$ cat src/rtl/sumsub_fa.sv
// 1-bit full adder cell; one link of the ripple-carry chain in sumsub_4.
module sumsub_fa (
    input  logic a,
    input  logic b,
    input  logic ci,
    output logic s,
    output logic co
);

    // Sum and majority carry.
    always_comb begin
        s  = a ^ b ^ ci;
        co = (a & b) | (a & ci) | (b & ci);
    end

endmodule

$ cat src/rtl/sumsub_4.sv
// 4-bit two's-complement adder/subtractor with a registered result and carry.
// Subtraction is a + ~b + 1 on the same ripple chain, so c_out=1 means
// no borrow when subtracting and unsigned overflow when adding.
module sumsub_4 #(
    parameter int unsigned WIDTH = 4
) (
    input  logic             clk,
    input  logic             rst_n,
    input  logic [WIDTH-1:0] a,
    input  logic [WIDTH-1:0] b,
    input  logic             sub,
    input  logic             c_in,
    output logic [WIDTH-1:0] s,
    output logic             c_out
);

    logic [WIDTH-1:0] bx;
    logic [WIDTH-1:0] sum;
    logic [WIDTH:0]   carry;

    // c_in is reserved and deliberately kept out of the datapath.
    logic unused_c_in;
    assign unused_c_in = c_in;

    // Conditional inversion of b; sub doubles as the carry into bit 0.
    always_comb begin
        bx       = b ^ {WIDTH{sub}};
        carry[0] = sub;
    end

    genvar i;
    generate
        for (i = 0; i < WIDTH; i++) begin : g_fa
            sumsub_fa u_fa (
                .a  (a[i]),
                .b  (bx[i]),
                .ci (carry[i]),
                .s  (sum[i]),
                .co (carry[i+1])
            );
        end
    endgenerate

    // Output register; asynchronous active-low reset clears result and carry.
    always_ff @(posedge clk or negedge rst_n) begin
        if (!rst_n) begin
            s     <= '0;
            c_out <= 1'b0;
        end else begin
            s     <= sum;
            c_out <= carry[WIDTH];
        end
    end

endmodule

$ cat config.mk
export PLATFORM = sky130hd
export DESIGN_NAME = sumsub_4
export DESIGN_NICKNAME = d
export VERILOG_FILES = /design/src/rtl/sumsub_fa.sv /design/src/rtl/sumsub_4.sv
export SDC_FILE = /design/constraint.sdc
export NUM_CORES = 1
export LEC_CHECK = 0
export ABC_AREA = 1
export CORE_AREA = 10 10 47 49
export DETAILED_ROUTE_END_ITERATION = 12
export DIE_AREA = 0 0 57 59
export GPL_TIMING_DRIVEN = 0
export PLACE_DENSITY = 0.56
export SLEW_MARGIN = 20
export SYNTH_ARGS = -nofsm -noshare
export SYNTH_HDL_FRONTEND = slang
export SYNTH_HIERARCHICAL = 1
export SYNTH_SLANG_ARGS = --single-unit
$ cat constraint.sdc
create_clock -name clk -period 0.8 [get_ports clk]
set_input_delay 0.24 -clock clk [delete_from_list [all_inputs] [get_ports clk]]
set_output_delay 0.24 -clock clk [all_outputs]
set_load 0.02 [all_outputs]
==> flow_metrics.py, run 1 <==
metrics = {
    "run_status": {
        "status": "finished with violations",
        "violations": "setup timing",
    },
    "clock_network": {
        "cts.reportedPaths.clkPinSlew_ns": 0.04,
        "cts_tree": "yes",
        "cts.sinks": 5,
        "cts_buffers": 3,
        "cts_max_level": 1,
        "cts_buffer_depth": 2,
        "cts_root_buf": "clkbuf_4",
    },
    "finish": {
        "diodes": 0,
        "multiInputGateArea_um2": 155,
        "drive_gt1_frac": 0.490,
        "fillers": 170,
        "layout.cells.most_common_list": "nand2_1, clkdlybuf4s50_1, buf_6",
        "register_area_um2": 125,
        "num-nets-final": 66,
        "areaGrowthSynthToFinish_pct": 111,
        "layout_commonest_cell": "nand2_1",
        "final_util": 0.405,
        "fin_cells": 65,
    },
    "sta": {
        "drv_slew": 0,
        "setup_violations": 10,
        "fmax_mhz": 524,
        "period_minus_slack_ns": 1.91,
        "period_share": 2.38,
        "holdWs_ns": 0.224,
        "setup_ws_ns": -1.11,
        "slew_headroom": 0.853,
        "worstMarginPinSlew_ns": 0.219,
        "final.setup.tns_ns": -4.11,
        "hold_viol": 0,
        "grt_setup_unrepaired": "true",
    },
    "logic_synthesis": {
        "netlist_instances": 26,
        "netlist_area_um2": 269,
        "synth_xor_area_frac": 0,
        "synth_largest_area_cell": "dfrtp_1",
        "muxShareOfSynthArea": 0,
        "syn_area_per_cell_um2": 10.3,
        "ys_types": 5,
        "synth_warnings": 6,
        "ys_seq_area_frac": 0.465,
        "ys_ff_latch": 5,
        "synth_top_family_by_area": "adder cells",
        "synth_fa_ha_area_frac": 0.298,
        "synth.top_cell.area_share": 0.465,
        "synthSimpleGateAreaFrac": 0.167,
        "synth_nets": 42,
        "synth_compound_area_frac": 0,
        "ys_top_cells_by_area": "dfrtp_1, fa_1, nand2_1",
    },
    "placed_design": {
        "placed_cells": 57,
        "routabilityCongestion": 0.590,
        "port_buffers": 15,
        "dp_hpwl_um": 546,
    },
    "power": {
        "p_leak_nw": 0.282,
        "total_power_uw": 964,
        "cellPowerDensity_nw_per_um2": 1700,
        "vdd_drop_max_mv": 0.483,
    },
    "route": {
        "wire_per_inst_um": 10.6,
        "firstDrtPassIters": 1,
        "wl_met2_um": 326,
        "drt_iter0_markers": 0,
        "drc_errors": 0,
        "avgViaCountPerCell": 3.65,
        "wl_met1_um": 216,
        "wl_met3_um": 117,
        "vias": 237,
        "detail-route-antenna-nets": 0,
        "top_layer_used": "met4",
        "drt_wl_total_um": 687,
    },
    "die": {
        "design.core.area_um2": 1400,
        "start_util": 0.192,
        "placementRows": 14,
        "io_pins": 17,
        "die_h_um": 59,
        "dieArea_um2": 3360,
        "die_w_um": 57,
    },
    "worst_setup_path": {
        "crit_slowest_cell": "fa_2",
        "critPathCaptureType": "flip-flop",
        "path_buf_inv": 2,
        "worst_ep_arrival_time_ns": 2.08,
        "cp.depth": 6,
        "path_class": "in2reg",
        "endpoint": "s[3]",
        "worstSetupStartpointType": "input pin",
        "max_stage_delay_ns": 0.52,
        "critPathTopFamily": "adder cells",
        "critPathRequiredTime_ns": 0.97,
        "path_max_fanout": 4,
        "startpoint": "sub",
        "cpMostUsedCell": "fa_2",
        "crit_chain": "buf_12, buf_6, fa_2, fa_2, fa_2, fa_2",
    },
    "grt": {
        "grt_pass1_wl_mm": 1.21,
        "grt_pass1_vias": 303,
        "grt_start_max_net_pins": 6,
        "track_usage": 0.0505,
        "grt-ovfl-total": 0,
        "antenna_found_initial": 0,
    },
    "job": {
        "maxCapViolCount": 0,
    },
    "worst_hold_path": {
        "hold_path.class": "in2async",
    },
}
==> per-layer routing <==
layer	track usage	vias up
met3	0.0343	2
met1	0.0328	101
met5	0	-
met4	0.0705	0
met2	0.0806	15
li1	-	119
==> cell type report <==
cell class | count | share of cell area
Timing Repair Buffer | 19 | 0.366
Multi-Input combinational cell | 16 | 0.273
Sequential cell | 5 | 0.220
Inverter | 5 | 0.0595
Clock buffer | 4 | 0.0463
Tap cell | 16 | 0.0352
==> sequential cells by signal (all words and copies together) (netlist names) <==
signal	flops
s	4
c_out	1
==> synthesized netlist by cell type <==
cell type and number:
inv_1 4, inv_2 1, nand2_1 12, dfrtp_1 5
fa_1 4
==> where the power goes <==
group          switching (mW)  internal [mW]  total [mW]
sequential             0.0203          0.304       0.325
clock                  0.0873          0.188       0.275
combinational           0.165          0.200       0.365
==> metrics by stage <==
stage	setup WS, ns	cell area (um^2)
4_1_cts	-1.17	551
2_1_floorplan	-1.15	307
3_3_place_gp	-2.01	477
6_report	-1.11	568
5_1_grt	-1.12	568
3_5_place_dp	-2.03	477
==> cell families (layout without fill, tap and decap cells) <==
family | count (synthesis) | after routing
flops | 5 | 5
buf+inv | 5 | 28
fa+ha+maj | 4 | 4
simple gates | 12 | 12
==> worst min-delay path by stage <==
stage / start / endpoint
finish: rst_n / s[1]
global route: rst_n / s[1]
CTS: rst_n / s[1]
detailed placement: rst_n / s[3]
global placement: rst_n / c_out
floorplan: rst_n / c_out
==> what timing repair did <==
action                                  CTS  global route
setup buffers                             3             1
pin swaps                                 6             4
hold buffers                              0             0
gates resized for setup                  48             4
endpoints found under the setup margin   10            10
(Power assumes the default switching activity.)
==> run 2: changes to the inputs <==
--- a/config.mk
+++ b/config.mk
@@ -6,6 +6,7 @@
 export NUM_CORES = 1
 export LEC_CHECK = 0
 export ABC_AREA = 1
+export CAP_MARGIN = 30
 export CORE_AREA = 10 10 47 49
 export DETAILED_ROUTE_END_ITERATION = 12
 export DIE_AREA = 0 0 57 59
==> results of run 2 <==
Same layout as run 1: the final DEF is identical, and so are final timing and power.
==> run 3: changes to the inputs <==
--- a/config.mk
+++ b/config.mk
@@ -10,8 +10,9 @@
 export CORE_AREA = 10 10 47 49
 export DETAILED_ROUTE_END_ITERATION = 12
 export DIE_AREA = 0 0 57 59
+export DONT_BUFFER_PORTS = 1
 export GPL_TIMING_DRIVEN = 0
-export PLACE_DENSITY = 0.56
+export PLACE_DENSITY = 0.39
 export SLEW_MARGIN = 20
 export SYNTH_ARGS = -nofsm -noshare
 export SYNTH_HDL_FRONTEND = slang
==> run 3 against run 2 <==
Compared with the run above: routed wire length down 7.1%; largest cell class is now multi-input gates; critical endpoint unchanged; maximum frequency grew 9.5%; largest power group is now registers; setup slack improved by 0.17 ns; hold slack got worse by 0.022 ns; sequential power up 22%; global-route usage shrank 0.71 points; the run still ends with setup timing left; final cell count down 26%; final area shrank 32%; clock power is 5% higher.
==> flow_metrics.py, run 3 (same netlist as run 1, synthesis figures left out) <==
metrics = {
    "worst_setup_path": {
        "path_class": "in2reg",
        "max_stage_delay_ns": 0.52,
        "cpMostUsedCell": "fa_2",
        "critPathTopFamily": "adder cells",
        "critPathCaptureType": "flip-flop",
        "crit_chain": "inv_16, nand2_4, nand2_2, fa_2, fa_2, fa_2, fa_2",
        "path_max_fanout": 6,
        "crit_slowest_cell": "fa_2",
        "worstSetupStartpointType": "input pin",
        "critPathRequiredTime_ns": 0.98,
        "path_buf_inv": 1,
        "worst_ep_arrival_time_ns": 1.92,
    },
    "finish": {
        "layout.cells.most_common_list": "nand2_1, fa_2, inv_1, dfrtp_2, clkbuf_4",
        "largestRegisters": "s x4, c_out x1",
        "areaGrowthSynthToFinish_pct": 44.2,
        "num-nets-final": 49,
        "drive_gt1_frac": 0.500,
        "layout_commonest_cell": "nand2_1",
        "fillers": 158,
        "top_register": "s",
        "largest_reg_flops": 4,
        "multiInputGateArea_um2": 153,
        "diodes": 0,
        "final_area_um2": 388,
        "register_area_um2": 129,
    },
    "die": {
        "dieArea_um2": 3360,
        "placementRows": 14,
        "die_h_um": 59,
        "die_w_um": 57,
        "design.core.area_um2": 1400,
        "start_util": 0.192,
        "io_pins": 17,
    },
    "clock_network": {
        "cts_max_level": 1,
        "cts_tree": "yes",
        "cts.reportedPaths.clkPinSlew_ns": 0.04,
        "cts.sinks": 5,
        "cts_root_buf": "clkbuf_4",
        "cts_buffers": 3,
        "cts_buffer_depth": 2,
    },
    "placed_design": {
        "port_buffers": 0,
        "placed_area_um2": 327,
        "routabilityCongestion": 0.672,
    },
    "power": {
        "vdd_drop_max_mv": 0.313,
        "total_power_uw": 788,
        "p_leak_nw": 0.183,
        "cellPowerDensity_nw_per_um2": 2030,
    },
    "sta": {
        "drv_slew": 0,
        "hold_viol": 0,
        "worstMarginPinSlew_ns": 0.218,
        "setup_ws_ns": -0.941,
        "slew_headroom": 0.854,
        "period_minus_slack_ns": 1.74,
        "period_share": 2.18,
        "setup_violations": 9,
        "grt_setup_unrepaired": "true",
        "fmax_mhz": 574,
    },
    "run_status": {
        "status": "finished with violations",
        "violations": "setup timing",
    },
    "route": {
        "firstDrtPassIters": 2,
        "drt_iter0_markers": 2,
        "drc_errors": 0,
        "avgViaCountPerCell": 3.60,
        "vias": 173,
        "wire_per_inst_um": 13.3,
        "detail-route-antenna-nets": 0,
        "drt_wl_total_um": 638,
    },
    "grt": {
        "antenna_found_initial": 0,
        "track_usage": 0.0435,
        "grt-ovfl-total": 0,
        "grt_pass1_vias": 231,
        "grt_pass1_wl_mm": 1.04,
        "grt_start_max_net_pins": 7,
    },
    "worst_hold_path": {
        "hold_path.class": "in2reg",
    },
    "job": {
        "maxCapViolCount": 0,
    },
}
[run 3: cell types whose count changed in the layout (fill, tap and decap cells not counted), sizes merged]
cell / before / now
buf: 11 / 1
clkdlybuf4s15: 1 / 0
dlygate4sd3: 0 / 1
clkdlybuf4s50: 6 / 0
dlymetal6s2s: 1 / 0
[run 3: stage by stage]
| stage | setup WS [ns] | cells | utilization | TNS [ns] | hold WS [ns] |
|---|---|---|---|---|---|
| 2_1_floorplan | -1.15 | 26 | - | -3.57 | -0.0556 |
| 5_1_grt | -0.981 | 48 | 0.277 | -3.44 | 0.206 |
| 6_report | -0.941 | 48 | 0.277 | -3.20 | 0.202 |
| 3_5_place_dp | -1.20 | 42 | 0.233 | -3.78 | -0.0554 |
| 4_1_cts | -0.938 | 48 | 0.277 | -3.27 | 0.193 |
| 3_3_place_gp | -1.19 | 42 | 0.233 | -3.74 | -0.0554 |
[run 3: path summary, 6_finish.rpt]
| check | cells after the start | from | endpoint |
|---|---|---|---|
| worst max-delay path | 7 | sub | s[3] |
| worst min-delay path | 1 | sub | s[0] |
| max in group asynchronous | 1 | rst_n | s[1] |
| min in group asynchronous | 1 | rst_n | s[0] |
[run 3: per-layer routing]
metal  wire length, um  vias to the layer above  global-route usage  part of all wire
met5                 0                        -                   0                 0
met3               111                        0              0.0365              0.17
met2               317                       11              0.0605              0.50
li1                  -                       85                   -                 -
met1               209                       77              0.0314              0.33
met4                 0                        0              0.0604                 0
[run 3: what timing repair did]
item | in CTS | in global routing
endpoints found under the hold margin | 5 | 0
setup endpoints to repair | 9 | 9
hold buffers | 1 | 0
buffers inserted | 1 | 0
resized for setup | 7 | 0
[run 3: layout make-up]
class	count	share of cell area
clock buffer	4	0.0677
inverter	5	0.110
multi-input combinational	16	0.394
sequential	5	0.332
tap	16	0.0516
timing repair buffer	2	0.0452
[run 3: power breakdown]
| group | internal, mW | switching (mW) |
|---|---|---|
| clock network | 0.188 | 0.100 |
| logic | 0.0543 | 0.0494 |
| registers | 0.310 | 0.0863 |
